$ cat src/rtl/magnitude_pkg.sv
// Shared types and sizing helpers for the streaming magnitude pipeline.
package magnitude_pkg;

  typedef enum logic {RND_FLOOR, RND_NEAREST} round_mode_e;

  function automatic int magnitude_latency(int input_bits);
    return input_bits + 4;
  endfunction

  function automatic int root_bits(int sum_bits);
    return sum_bits / 2;
  endfunction

  function automatic int rem_bits(int sum_bits);
    return sum_bits / 2 + 2;
  endfunction

endpackage

$ cat src/rtl/sqrt_stage.sv
// One restoring square-root iteration: retires one root bit per clock.
module sqrt_stage
  import magnitude_pkg::*;
#(
  parameter int SUM_BITS  = 32,
  parameter int STAGE_IDX = 0,
  parameter int TAG_BITS  = 4
) (
  input  logic                          clk,
  input  logic                          rst_n,
  input  logic                          adv,
  input  logic                          in_valid,
  input  logic [SUM_BITS-1:0]           in_sum,
  input  logic [root_bits(SUM_BITS)-1:0] in_root,
  input  logic [rem_bits(SUM_BITS)-1:0] in_rem,
  input  logic [TAG_BITS-1:0]           in_tag,
  output logic                          out_valid,
  output logic [SUM_BITS-1:0]           out_sum,
  output logic [root_bits(SUM_BITS)-1:0] out_root,
  output logic [rem_bits(SUM_BITS)-1:0] out_rem,
  output logic [TAG_BITS-1:0]           out_tag
);

  localparam int RB = root_bits(SUM_BITS);
  localparam int MB = rem_bits(SUM_BITS);
  localparam int WB = MB + 2;

  logic [WB-1:0] shifted;
  logic [WB-1:0] trial;
  logic [WB-1:0] diff;
  logic          take;

  // Bring down the next radicand pair; try 4r+1 against it.
  always_comb begin
    shifted = {in_rem, in_sum[2*STAGE_IDX+1 -: 2]};
    trial   = WB'({in_root, 2'b01});
    diff    = shifted - trial;
    take    = shifted >= trial;
  end

  always_ff @(posedge clk or negedge rst_n) begin
    if (!rst_n) begin
      out_valid <= 1'b0;
    end else if (adv) begin
      out_valid <= in_valid;
    end
  end

  always_ff @(posedge clk) begin
    if (adv) begin
      out_sum  <= in_sum;
      out_tag  <= in_tag;
      out_root <= (in_root << 1) | RB'(take);
      out_rem  <= take ? MB'(diff) : MB'(shifted);
    end
  end

endmodule

$ cat src/rtl/magnitude_nr.sv
// Streaming exact |z| = sqrt(I^2 + Q^2) with tag sideband and backpressure.
module magnitude_nr
  import magnitude_pkg::*;
#(
  parameter int INPUT_BITS = 16,
  parameter int TAG_BITS   = 4,
  parameter int ROUND_MODE = 1
) (
  input  logic                  clk,
  input  logic                  rst_n,
  input  logic                  in_valid,
  output logic                  in_ready,
  input  logic [INPUT_BITS-1:0] in_i,
  input  logic [INPUT_BITS-1:0] in_q,
  input  logic [TAG_BITS-1:0]   in_tag,
  output logic                  out_valid,
  input  logic                  out_ready,
  output logic [INPUT_BITS-1:0] out_mag,
  output logic [TAG_BITS-1:0]   out_tag
);

  localparam int N  = INPUT_BITS;
  localparam int SB = 2 * N;
  localparam int MB = rem_bits(SB);

  logic adv;
  assign adv      = out_ready | ~out_valid;
  assign in_ready = adv;

  logic            va, vb, vc;
  logic [N-1:0]    abs_i, abs_q, abs_i_nx, abs_q_nx;
  logic [SB-1:0]   prod_i, prod_q;
  logic [SB-2:0]   sq_i, sq_q;
  logic [SB-1:0]   sum_c;
  logic [TAG_BITS-1:0] tag_a, tag_b, tag_c;

  // Most negative input maps to 2^(N-1), which fits unsigned N bits.
  always_comb begin
    abs_i_nx = in_i[N-1] ? (~in_i + N'(1)) : in_i;
    abs_q_nx = in_q[N-1] ? (~in_q + N'(1)) : in_q;
    prod_i   = {{N{1'b0}}, abs_i} * {{N{1'b0}}, abs_i};
    prod_q   = {{N{1'b0}}, abs_q} * {{N{1'b0}}, abs_q};
  end

  always_ff @(posedge clk or negedge rst_n) begin
    if (!rst_n) begin
      va <= 1'b0;
      vb <= 1'b0;
      vc <= 1'b0;
    end else if (adv) begin
      va <= in_valid;
      vb <= va;
      vc <= vb;
    end
  end

  always_ff @(posedge clk) begin
    if (adv) begin
      abs_i <= abs_i_nx;
      abs_q <= abs_q_nx;
      tag_a <= in_tag;
      sq_i  <= (SB-1)'(prod_i);
      sq_q  <= (SB-1)'(prod_q);
      tag_b <= tag_a;
      sum_c <= {1'b0, sq_i} + {1'b0, sq_q};
      tag_c <= tag_b;
    end
  end

  logic                v_r   [0:N];
  logic [SB-1:0]       sum_r [0:N-1];
  logic [N-1:0]        root_r[0:N];
  logic [MB-1:0]       rem_r [0:N];
  logic [TAG_BITS-1:0] tag_r [0:N];

  assign v_r[0]    = vc;
  assign sum_r[0]  = sum_c;
  assign root_r[0] = '0;
  assign rem_r[0]  = '0;
  assign tag_r[0]  = tag_c;

  for (genvar k = 0; k < N; k++) begin : g_root
    if (k < N - 1) begin : g_mid
      sqrt_stage #(
        .SUM_BITS (SB),
        .STAGE_IDX(N - 1 - k),
        .TAG_BITS (TAG_BITS)
      ) u_stage (
        .clk      (clk),
        .rst_n    (rst_n),
        .adv      (adv),
        .in_valid (v_r[k]),
        .in_sum   (sum_r[k]),
        .in_root  (root_r[k]),
        .in_rem   (rem_r[k]),
        .in_tag   (tag_r[k]),
        .out_valid(v_r[k+1]),
        .out_sum  (sum_r[k+1]),
        .out_root (root_r[k+1]),
        .out_rem  (rem_r[k+1]),
        .out_tag  (tag_r[k+1])
      );
    end else begin : g_last
      sqrt_stage #(
        .SUM_BITS (SB),
        .STAGE_IDX(N - 1 - k),
        .TAG_BITS (TAG_BITS)
      ) u_stage (
        .clk      (clk),
        .rst_n    (rst_n),
        .adv      (adv),
        .in_valid (v_r[k]),
        .in_sum   (sum_r[k]),
        .in_root  (root_r[k]),
        .in_rem   (rem_r[k]),
        .in_tag   (tag_r[k]),
        .out_valid(v_r[k+1]),
        .out_sum  (),
        .out_root (root_r[k+1]),
        .out_rem  (rem_r[k+1]),
        .out_tag  (tag_r[k+1])
      );
    end
  end

  logic         rnd;
  logic [N-1:0] mag_nx;

  // rem > r is exactly sqrt(S) >= r + 1/2 for integer S.
  always_comb begin
    rnd    = (ROUND_MODE == int'(RND_NEAREST)) && (MB'(root_r[N]) < rem_r[N]);
    mag_nx = root_r[N] + N'(rnd);
  end

  always_ff @(posedge clk or negedge rst_n) begin
    if (!rst_n) begin
      out_valid <= 1'b0;
      out_mag   <= '0;
      out_tag   <= '0;
    end else if (adv) begin
      out_valid <= v_r[N];
      out_mag   <= mag_nx;
      out_tag   <= tag_r[N];
    end
  end

endmodule

$ cat config.mk
export PLATFORM = sky130hd
export DESIGN_NAME = magnitude_nr
export DESIGN_NICKNAME = d
export VERILOG_FILES = /design/src/rtl/magnitude_pkg.sv /design/src/rtl/sqrt_stage.sv /design/src/rtl/magnitude_nr.sv
export SDC_FILE = /design/constraint.sdc
export NUM_CORES = 2
export LEC_CHECK = 0
export CAP_MARGIN = 20
export CORE_ASPECT_RATIO = 1.75
export CORE_MARGIN = 2
export CORE_UTILIZATION = 59
export DETAILED_ROUTE_END_ITERATION = 8
export PLACE_DENSITY = 0.77
export SYNTH_ARGS = -nofsm -noshare
export SYNTH_HDL_FRONTEND = slang
export SYNTH_HIERARCHICAL = 1
export SYNTH_SLANG_ARGS = --single-unit
$ cat constraint.sdc
create_clock -name clk -period 100.6 [get_ports clk]
set_clock_uncertainty 0.2 [all_clocks]
set_input_delay 15.09 -clock clk [delete_from_list [all_inputs] [get_ports clk]]
set_output_delay 15.09 -clock clk [all_outputs]
set_load 0.05 [all_outputs]
==> summary.md <==
| Metric | Value |
|---|---|
| Outcome | finished clean |
| Most used cell, CP | clkdlybuf4s50_1 |
| WHS | 205 ps |
| Core area | 114000 µm² |
| Yosys warning count | 6 |
| First-pass GRT wire length | 229 mm |
| Worst-path clk slew | 60 ps |
| Most frequent cells in the layout | edfxtp_1, inv_1, ha_1, nand2_1, a21oi_1 |
| Initial Utilization | 59.3% |
| Grt ovf | 0 |
| CTS tree | built |
| CTS root buf | clkbuf_16 |
| Share of cells above drive strength 1 | 8.41% |
| Final period util | 32.5% |
| Commonest non-fill, non-tap cell in the layout | edfxtp_1 |
| Final worst path period need | 32740 ps |
| Via density per instance | 5.78 |
| RSZ-0062 raised after global routing | false |
| Synth Cell Area | 67500 µm² |
| GPL Wtd Cong | 0.929 |
| Die Ht | 451 µm |
| CTS Sinks | 1024 |
| Crit-path slowest cell | clkdlybuf4s50_1 |
| Number of max-cap violations | 0 |
| Slew headroom | 22.9% |
| Data arrival, critical path | 17450 ps |
| Highest net fanout along the worst path | 121 |
| Bufs on Longest Clock Path | 3 |
| Port bufs | 61 |
| Worst path bufs/invs | 4 |
| Worst setup EP type | output port |
| Rows | 164 |
| Setup repair bufs after CTS | 0 |
| Post-CTS Resized | 0 |
| Area growth from synthesis to layout | 7.57% |
| Final Non-Filler Cells | 7504 |
| Fillers | 8687 |
| DR vias | 43400 |
| Dpl hpwl | 110 mm |
| CP required | 85310 ps |
| Max frequency | 0.0305 GHz |
| CP top delay family | buffers and inverters |
| Register Area | 30500 µm² |
| Final Cell Area | 72600 µm² |
| HP Class | register to register |
| Die footprint | 117000 µm² |
| Detailed Routing Iterations Pass 1 | 5 |
| Cells after Synth | 5836 |
| Setup TNS | 0 ps |
| Hold Violations, Final | 0 |
| # IOs | 62 |
| Worst Tran Pin Value | 1150 ps |
| Area after DPL | 69500 µm² |
| Antenna viol nets, final | 0 |
| Critical path cell sequence | clkdlybuf4s50_1 -> nor2b_2 -> buf_4 -> inv_8 -> clkdlybuf4s50_1 |
| DIE WIDTH | 260 µm |
| Pin count of the biggest net entering global routing | 192 |
| Nets@finish | 6831 |
| WL/cell | 19.0 µm |
| Placed Cells | 7329 |
| Final setup vio count | 0 |
| Slew Viols, Final | 0 |
| # H-tree levels | 3 |
| Area of the multi-input gates | 33000 µm² |
| Post-CTS Hold Fix Bufs | 0 |
| Mean Syn Cell Area | 11.6 µm² |
| Iter 0 DRT Violations | 2248 |
| Vias in the first global route | 46700 |
| Setup crit start kind | primary input |
| DRC viols | 0 |
| Num CTS Buffers | 94 |
| GRT Util Overall | 24.9% |
| Clk_lat worst skew | 700 ps |
| CP max stage delay | 940 ps |
| Routed WL | 143 mm |
| Crit path kind | primary input to output port |
| Initial antenna violation count | 1 |
sequential cells by signal, summed over array words and instances (netlist names), 4 cells and up:
register / cells
g_root.g_mid.u_stage/out_root: 240
abs_i: 16
g_root.g_mid.u_stage/out_tag: 60
sq_q: 30
g_root.g_mid.u_stage/out_rem: 270
out_mag: 16
tag_a: 4
abs_q: 16
out_tag: 4
sum_c: 32
g_root.g_last.u_stage/out_tag: 4
g_root.g_last.u_stage/out_rem: 18
sq_i: 30
tag_c: 4
tag_b: 4
g_root.g_mid.u_stage/out_sum: 240
g_root.g_mid.u_stage/out_valid: 15
g_root.g_last.u_stage/out_root: 16
routing by layer:
metal / track usage (%) / up-vias / wire (µm)
li1: - / 20600 / -
met5: 0 / - / 0
met1: 20.8 / 21200 / 42800
met2: 50.1 / 1033 / 82500
met4: 20.4 / 0 / 13200
met3: 3.45 / 564 / 4370
final timing paths:
kind | from | to | slack (ps) | depth (start not counted)
min in group asynchronous | rst_n | out_mag[14]$_DFFE_PN0P_ | 14310 | 1
max in group asynchronous | rst_n | g_root[7].g_mid.u_stage/out_valid$_DFFE_PN0P_ | 85350 | 1
worst min-delay path | g_root[3].g_mid.u_stage/out_sum[3]$_DFFE_PP_ | g_root[4].g_mid.u_stage/out_sum[3]$_DFFE_PP_ | 200 | 0
worst max register to register | abs_i[3]$_DFFE_PP_ | sq_i[28]$_DFFE_PP_ | 93500 | 19
worst max-delay path | out_ready | in_ready | 67860 | 5
worst min register to register | g_root[3].g_mid.u_stage/out_sum[3]$_DFFE_PP_ | g_root[4].g_mid.u_stage/out_sum[3]$_DFFE_PP_ | 200 | 0
through the flow:
step | utilization, % | setup slack [ps]
floorplan | - | 50300
CTS | 63.7 | 67810
detailed placement | 61.0 | 67830
global placement | 61.0 | 67840
global route | 63.8 | 67720
finish | 63.8 | 67860
final cells by class:
class                           count  share of cell area, %
Tap cell                         1494                   2.57
Clock inverter                     63                   1.00
Sequential cell                  1024                   42.1
Inverter                          855                   4.43
Antenna cell                        2                0.00689
Timing Repair Buffer               86                   1.13
Multi-Input combinational cell   3870                   45.5
Clock buffer                      110                   3.32
Power is left out: the tool's default activity adds up to more than one toggle a clock period on the data nets, which glitch-free logic cannot reach.
